## config.mk

```make
export PLATFORM = sky130hd
export DESIGN_NAME = fetch_unit
export DESIGN_NICKNAME = d
export VERILOG_FILES = /design/src/rtl/fetch_unit.sv
export SDC_FILE = /design/constraint.sdc
export NUM_CORES = 1
export LEC_CHECK = 0
export BUFFER_PORTS_ARGS = -buffer_cell sky130_fd_sc_hd__buf_2
export CAP_MARGIN = 20
export CORE_MARGIN = 1
export CORE_UTILIZATION = 50
export DETAILED_ROUTE_END_ITERATION = 8
export PLACE_DENSITY = 0.81
export SYNTH_ARGS = -nofsm -noshare
export SYNTH_HDL_FRONTEND = slang
export SYNTH_SLANG_ARGS = --single-unit
```

## constraint.sdc

```tcl
create_clock -name clk -period 5.98 [get_ports clk]
set_clock_uncertainty 0.1 [all_clocks]
set_input_delay 1.196 -clock clk [delete_from_list [all_inputs] [get_ports clk]]
set_output_delay 1.196 -clock clk [all_outputs]
set_load 0.05 [all_outputs]
```

## src/rtl/fetch_unit.sv

```systemverilog
// fetch_unit: instruction-fetch stage feeding the ID decoder.
//   clk, reset (sync, active-low)
//   imem_req_valid/addr/ready  : one-at-a-time fetch request to instruction memory
//   imem_resp_valid/data       : returned instruction word
//   out_valid/ready/instu/pc   : instruction and its PC handed to ID
//   redirect_valid/pc          : new fetch target from later stages; low two bits ignored
module fetch_unit #(
   parameter int PC_WIDTH = 64,
   parameter logic [PC_WIDTH-1:0] RESET_PC = PC_WIDTH'(64'h8000_0000)
) (
   input  logic                clk,
   input  logic                reset,
   output logic                imem_req_valid,
   output logic [PC_WIDTH-1:0] imem_req_addr,
   input  logic                imem_req_ready,
   input  logic                imem_resp_valid,
   input  logic [31:0]         imem_resp_data,
   output logic                out_valid,
   input  logic                out_ready,
   output logic [31:0]         out_instu,
   output logic [PC_WIDTH-1:0] out_pc,
   input  logic                redirect_valid,
   input  logic [PC_WIDTH-1:0] redirect_pc
);
   typedef enum logic [1:0] {REQ, WAIT, HOLD} state_t;
   state_t state, state_n;
   logic [PC_WIDTH-1:0] pc, pc_n, out_pc_n;
   logic [31:0] out_instu_n;
   logic drop, drop_n, out_valid_n;
   assign imem_req_valid = (state == REQ) && reset;
   assign imem_req_addr = pc;
   always_ff @(posedge clk) begin
      if (!reset) begin
         state     <= REQ;
         pc        <= RESET_PC;
         drop      <= 1'b0;
         out_valid <= 1'b0;
         out_instu <= 32'h0;
         out_pc    <= RESET_PC;
      end else begin
         state     <= state_n;
         pc        <= pc_n;
         drop      <= drop_n;
         out_valid <= out_valid_n;
         out_instu <= out_instu_n;
         out_pc    <= out_pc_n;
      end
   end
   always_comb begin
      state_n     = state;
      pc_n        = pc;
      drop_n      = drop;
      out_valid_n = out_valid;
      out_instu_n = out_instu;
      out_pc_n    = out_pc;
      case (state)
         REQ: if (imem_req_valid && imem_req_ready) begin
            state_n = WAIT;
            // a redirect while the request is accepted makes that fetch stale
            drop_n  = redirect_valid;
         end
         WAIT: if (imem_resp_valid) begin
            state_n = REQ;
            drop_n  = 1'b0;
            if (!drop && !redirect_valid) begin
               state_n     = HOLD;
               out_valid_n = 1'b1;
               out_instu_n = imem_resp_data;
               out_pc_n    = pc;
               pc_n        = pc + PC_WIDTH'(4);
            end
         end else if (redirect_valid) drop_n = 1'b1;
         HOLD: if (out_ready || redirect_valid) begin
            state_n     = REQ;
            out_valid_n = 1'b0;
         end
         default: state_n = REQ;
      endcase
      // redirect wins over every other pc update
      if (redirect_valid) pc_n = redirect_pc & ~PC_WIDTH'(3);
   end
endmodule

```

# Yosys cells after proc, flatten, opt, wreduce, memory -nomap -nowiden
# Cells that the tools add are included.
# word_totals
reg_bits,164
in_bits,102
output_inout_bits,162
wordCells,51
# classes
addsub,1
eq_ne,7
mux,17
bitwise,1
n_reduce_logical,18
# ops
cell,n
2-to-1 mux 64 bit,4
adder 64 x 3 -> 64 bit (second input constant),1
AND reduction 3 bit,4
nonzero test 2 bit,5
2-to-1 mux 2 bit,4
2-to-1 mux 1 bit,6
inequality test 2 bit (second input constant),3
one-hot mux 2 bit (3 select lines),1
one-hot mux 1 bit (2 select lines),2
AND reduction 4 bit,1
logical AND 1 bit,3
inequality test 3 bit (second input constant),1
equality test 2 x 1 -> 1 bit (second input constant),1
equality test 2 bit (second input constant),1
zero test 1 bit,2
zero test 2 bit,1
inequality test 2 x 1 -> 1 bit (second input constant),1
OR reduction 2 bit,1
logical OR 1 bit,1
inverter 1 bit,1

# Logic depth before layout (Yosys ltp)
# logic_depth
depth_word,6
mapped_depth,10
mapped_depth_nobuf,7

# Worst setup path after synthesis
# OpenSTA, ideal clock, no wires.
# synth_timing
path_kind,input -> register
start,in imem_resp_valid
end,"reg pc[50], in the netlist imem_req_addr[50]"
setup_ns,0.074
arrival_ns,3.205
t_required_ns,5.806
setup_slack_ns,2.600
stages,8
path_buffers,3
cell_sequence,nand4bb_1 -> buf_2 -> or4_1 -> buf_2 -> or4_4 -> buf_6 -> or3_1 -> a31oi_1
# synth_via
elab_chain_cells,2
# synth_rtl
item,line_no,source
"start, declared",16,"input logic imem_resp_valid,"
nonzero test 2 bit (no line),n/a,
AND reduction 3 bit (no line),n/a,
"end signal, assigned",42,pc <= pc_n;
"end, declared",27,"logic [PC_WIDTH-1:0] pc, pc_n, out_pc_n;"
# No other way between the ends.
# A chain may end at the register's enable or synchronous reset.

# Final worst setup path
# layout_timing
start,in reset
end,out imem_req_valid
# layout_via
elab_chain_cells,1
# layout_rtl
item,line_no,source
"start, declared",12,"input logic reset,"
logical AND 1 bit,30,assign imem_req_valid = (state == REQ) && reset;
"end, declared",13,"output logic imem_req_valid,"
# No other way between the ends.

==> impl_metrics.tcl <==
set metrics [dict create \
    slowest_stage "buf_4" \
    synth.distinct_cells 43 \
    ctsHoldBuffers 0 \
    finalWorstSetupSlack_ps 2590 \
    intPower_mw 1.94 \
    grt_pass1_wl_mm 31.3 \
    fill_cells 1196 \
    netSwitchingPower_mw 0.736 \
    fin_util 0.656 \
    die_width_um 121 \
    place_inst 1266 \
    syn_inst 882 \
    slowest_delay_ps 390 \
    clockBufferDepth 2 \
    total_leakage_power_nw 3.77 \
    power_frac_clock 0.442 \
    cts_resized 0 \
    numCtsBuffers 17 \
    clk_latency_ps 420 \
    synth_warnings 0 \
    coreArea_um2 13900 \
    fmax_ghz 0.295 \
    period_needed_ps 3390 \
    num_vias 6941 \
    ant_nets 0 \
    synth_seq_cells 160 \
    cts_setup_buffers 0 \
    area_growth_pct 27.7 \
    stdcell_area_um2 9110 \
    ys.flop_type "dfxtp_1" \
    synthesis.area_um2 7140 \
    critPathCaptureType "output port" \
    clock-sinks 160 \
    hpwl_mm 13.4 \
    initial_core_util 0.514 \
    synth_edf_count 0 \
    vias_per_cell 5.34 \
    holdWs_ps 359 \
    setup.worst_path.class "input pin to output port" \
    grt_pass1_vias 6261 \
    avgSynthCellArea_um2 8.09 \
    drt_wl_total_mm 19.8 \
    antenna_found_initial 1 \
    remaining_drc_errors 0 \
    h-tree-depth 4 \
    root_buffer "clkbuf_16" \
    path_cells "buf_4 > nand2b_1 > nor2_1 > buf_2" \
    die-area_um2 14800 \
    drv_slew 0 \
    cp.arrival_ps 2090 \
    drtIter0Drc 501 \
    cp.required_ps 4680 \
    tns_ps 0 \
    cts_tree "done" \
    hold_path_class "flop to flop" \
    power_mw 2.68 \
    post-place-ws_ps 1950 \
    p_per_area_nw_per_um2 294 \
    fin_crit_sh 0.566 \
    start_kind "input pin" \
    nets 1209 \
    cp_max_fo 59 \
    relSlewSlack 0.327 \
    first_pass_iters 4 \
    hold_viol 0 \
    row_count 43 \
    clk_pin_slew_worst_paths_ps 60 \
    ir_drop_mv 0.204 \
    grt_usage 0.270 \
    io_pins 264 \
    status "completed" \
    p_sw_frac 0.275 \
    grt_setup_unrepaired "no" \
    p_seq_frac 0.434 \
    worst-r2r-setup-slack_ps 2980 \
    async_flop_share 0 \
    overflow 0 \
    power_frac_comb 0.124 \
    drt-wirelength-per-cell_um 15.2 \
    setup-violations-final 0 \
    drive_gt1_frac 0.275 \
    layout.cells.non_filler 1300 \
    port-buffer-count 257 \
    maxCapViolCount 0 \
    ys_seq_area_frac 0.449 \
    tightest_slew_ps 1010 \
    dpl_cell_area_um2 8460 \
    die_h_um 121 \
    grt_max_degree 104 \
    gp_congestion 0.811 \
]
==> Yosys cell counts, drive strengths merged (9+ instances only) <==
library cell  count  area (um^2)
nand2           237          890
nor4             12         75.1
nor2             20         75.1
clkbuf           49          184
o21ai            52          260
nand3            31          155
nand4            21          131
and3             11         68.8
o211a             9         90.1
dfxtp           160         3200
xnor2            30          263
and2             11         68.8
a21boi           94          706
buf              12         73.8
xor2             27          236
nor3             25          145
a21oi            39          195
==> cell type report <==
class	count	area (um^2)	share of cell area
clock inverters	12	180	0.0198
diodes	1	2.50	0.000275
clock buffers	20	467	0.0512
well taps	180	225	0.0247
multi-input cells	662	3690	0.405
inverters	2	7.51	0.000824
repair buffers	263	1330	0.146
flip-flops and latches	160	3200	0.352
==> sequential cells by signal, summed over array words and instances, names as in the netlist <==
signal,cells
out_instu,32
out_pc,62
drop,1
state,2
out_valid,1
imem_req_addr,62
==> power by group through the flow <==
stage / clock [mW] / sequential, mW / combinational, mW
final: 1.18 / 1.16 / 0.333
after global routing: 1.24 / 1.17 / 0.357
after CTS: 1.20 / 1.16 / 0.335
after detailed placement: 0 / 1.18 / 0.333
after global placement: 0 / 1.18 / 0.329
after floorplan: 0 / 1.30 / 0.115
==> critical path, delay by kind of cell <==
family / cells / cell delay [ps]
AND/OR/NAND/NOR: 2 / 220
buffers and inverters: 2 / 660
==> final timing paths <==
kind                     start                 to  cells after the start
min              out_instu[22]      out_instu[22]                      2
max                      reset     imem_req_valid                      4
min reg2reg      out_instu[22]      out_instu[22]                      2
max reg2reg  imem_req_addr[10]  imem_req_addr[63]                      6
==> kinds of logic (layout without fill, tap and decap cells) <==
group,after synthesis,after routing,synth area share
xor+xnor,57,57,0.0700
simple gates,395,395,0.253
buf+inv,63,297,0.0372
compound gates,205,205,0.188
flops,160,160,0.449
fa+ha+maj,1,1,0.00175
other cells,1,5,0.000526
==> layout by cell type, fill, tap and decap left out, types with 4 or more instances in the layout <==
master / instances
and2_1: 11
xnor2_1: 30
or3_1: 5
nor3_2: 4
conb_1: 4
nand2_1: 236
bufinv_16: 4
and3_1: 11
nand4_1: 21
nand3_1: 31
o211a_1: 9
xor2_1: 27
buf_4: 6
buf_2: 257
a21oi_1: 39
nand2b_1: 6
dfxtp_1: 160
nor2_1: 19
a21boi_0: 94
nor4_1: 12
nor3_1: 21
o21ai_0: 51
clkbuf_16: 17
==> per-layer routing <==
| metal | global-route usage | up-vias | wire length [um] |
|---|---|---|---|
| li1 | - | 3458 | - |
| met1 | 0.338 | 3175 | 8510 |
| met2 | 0.444 | 271 | 9460 |
| met3 | 0.0719 | 37 | 1450 |
| met4 | 0.0957 | 0 | 401 |
| met5 | 0 | - | 0 |
(Power assumes the default switching activity.)
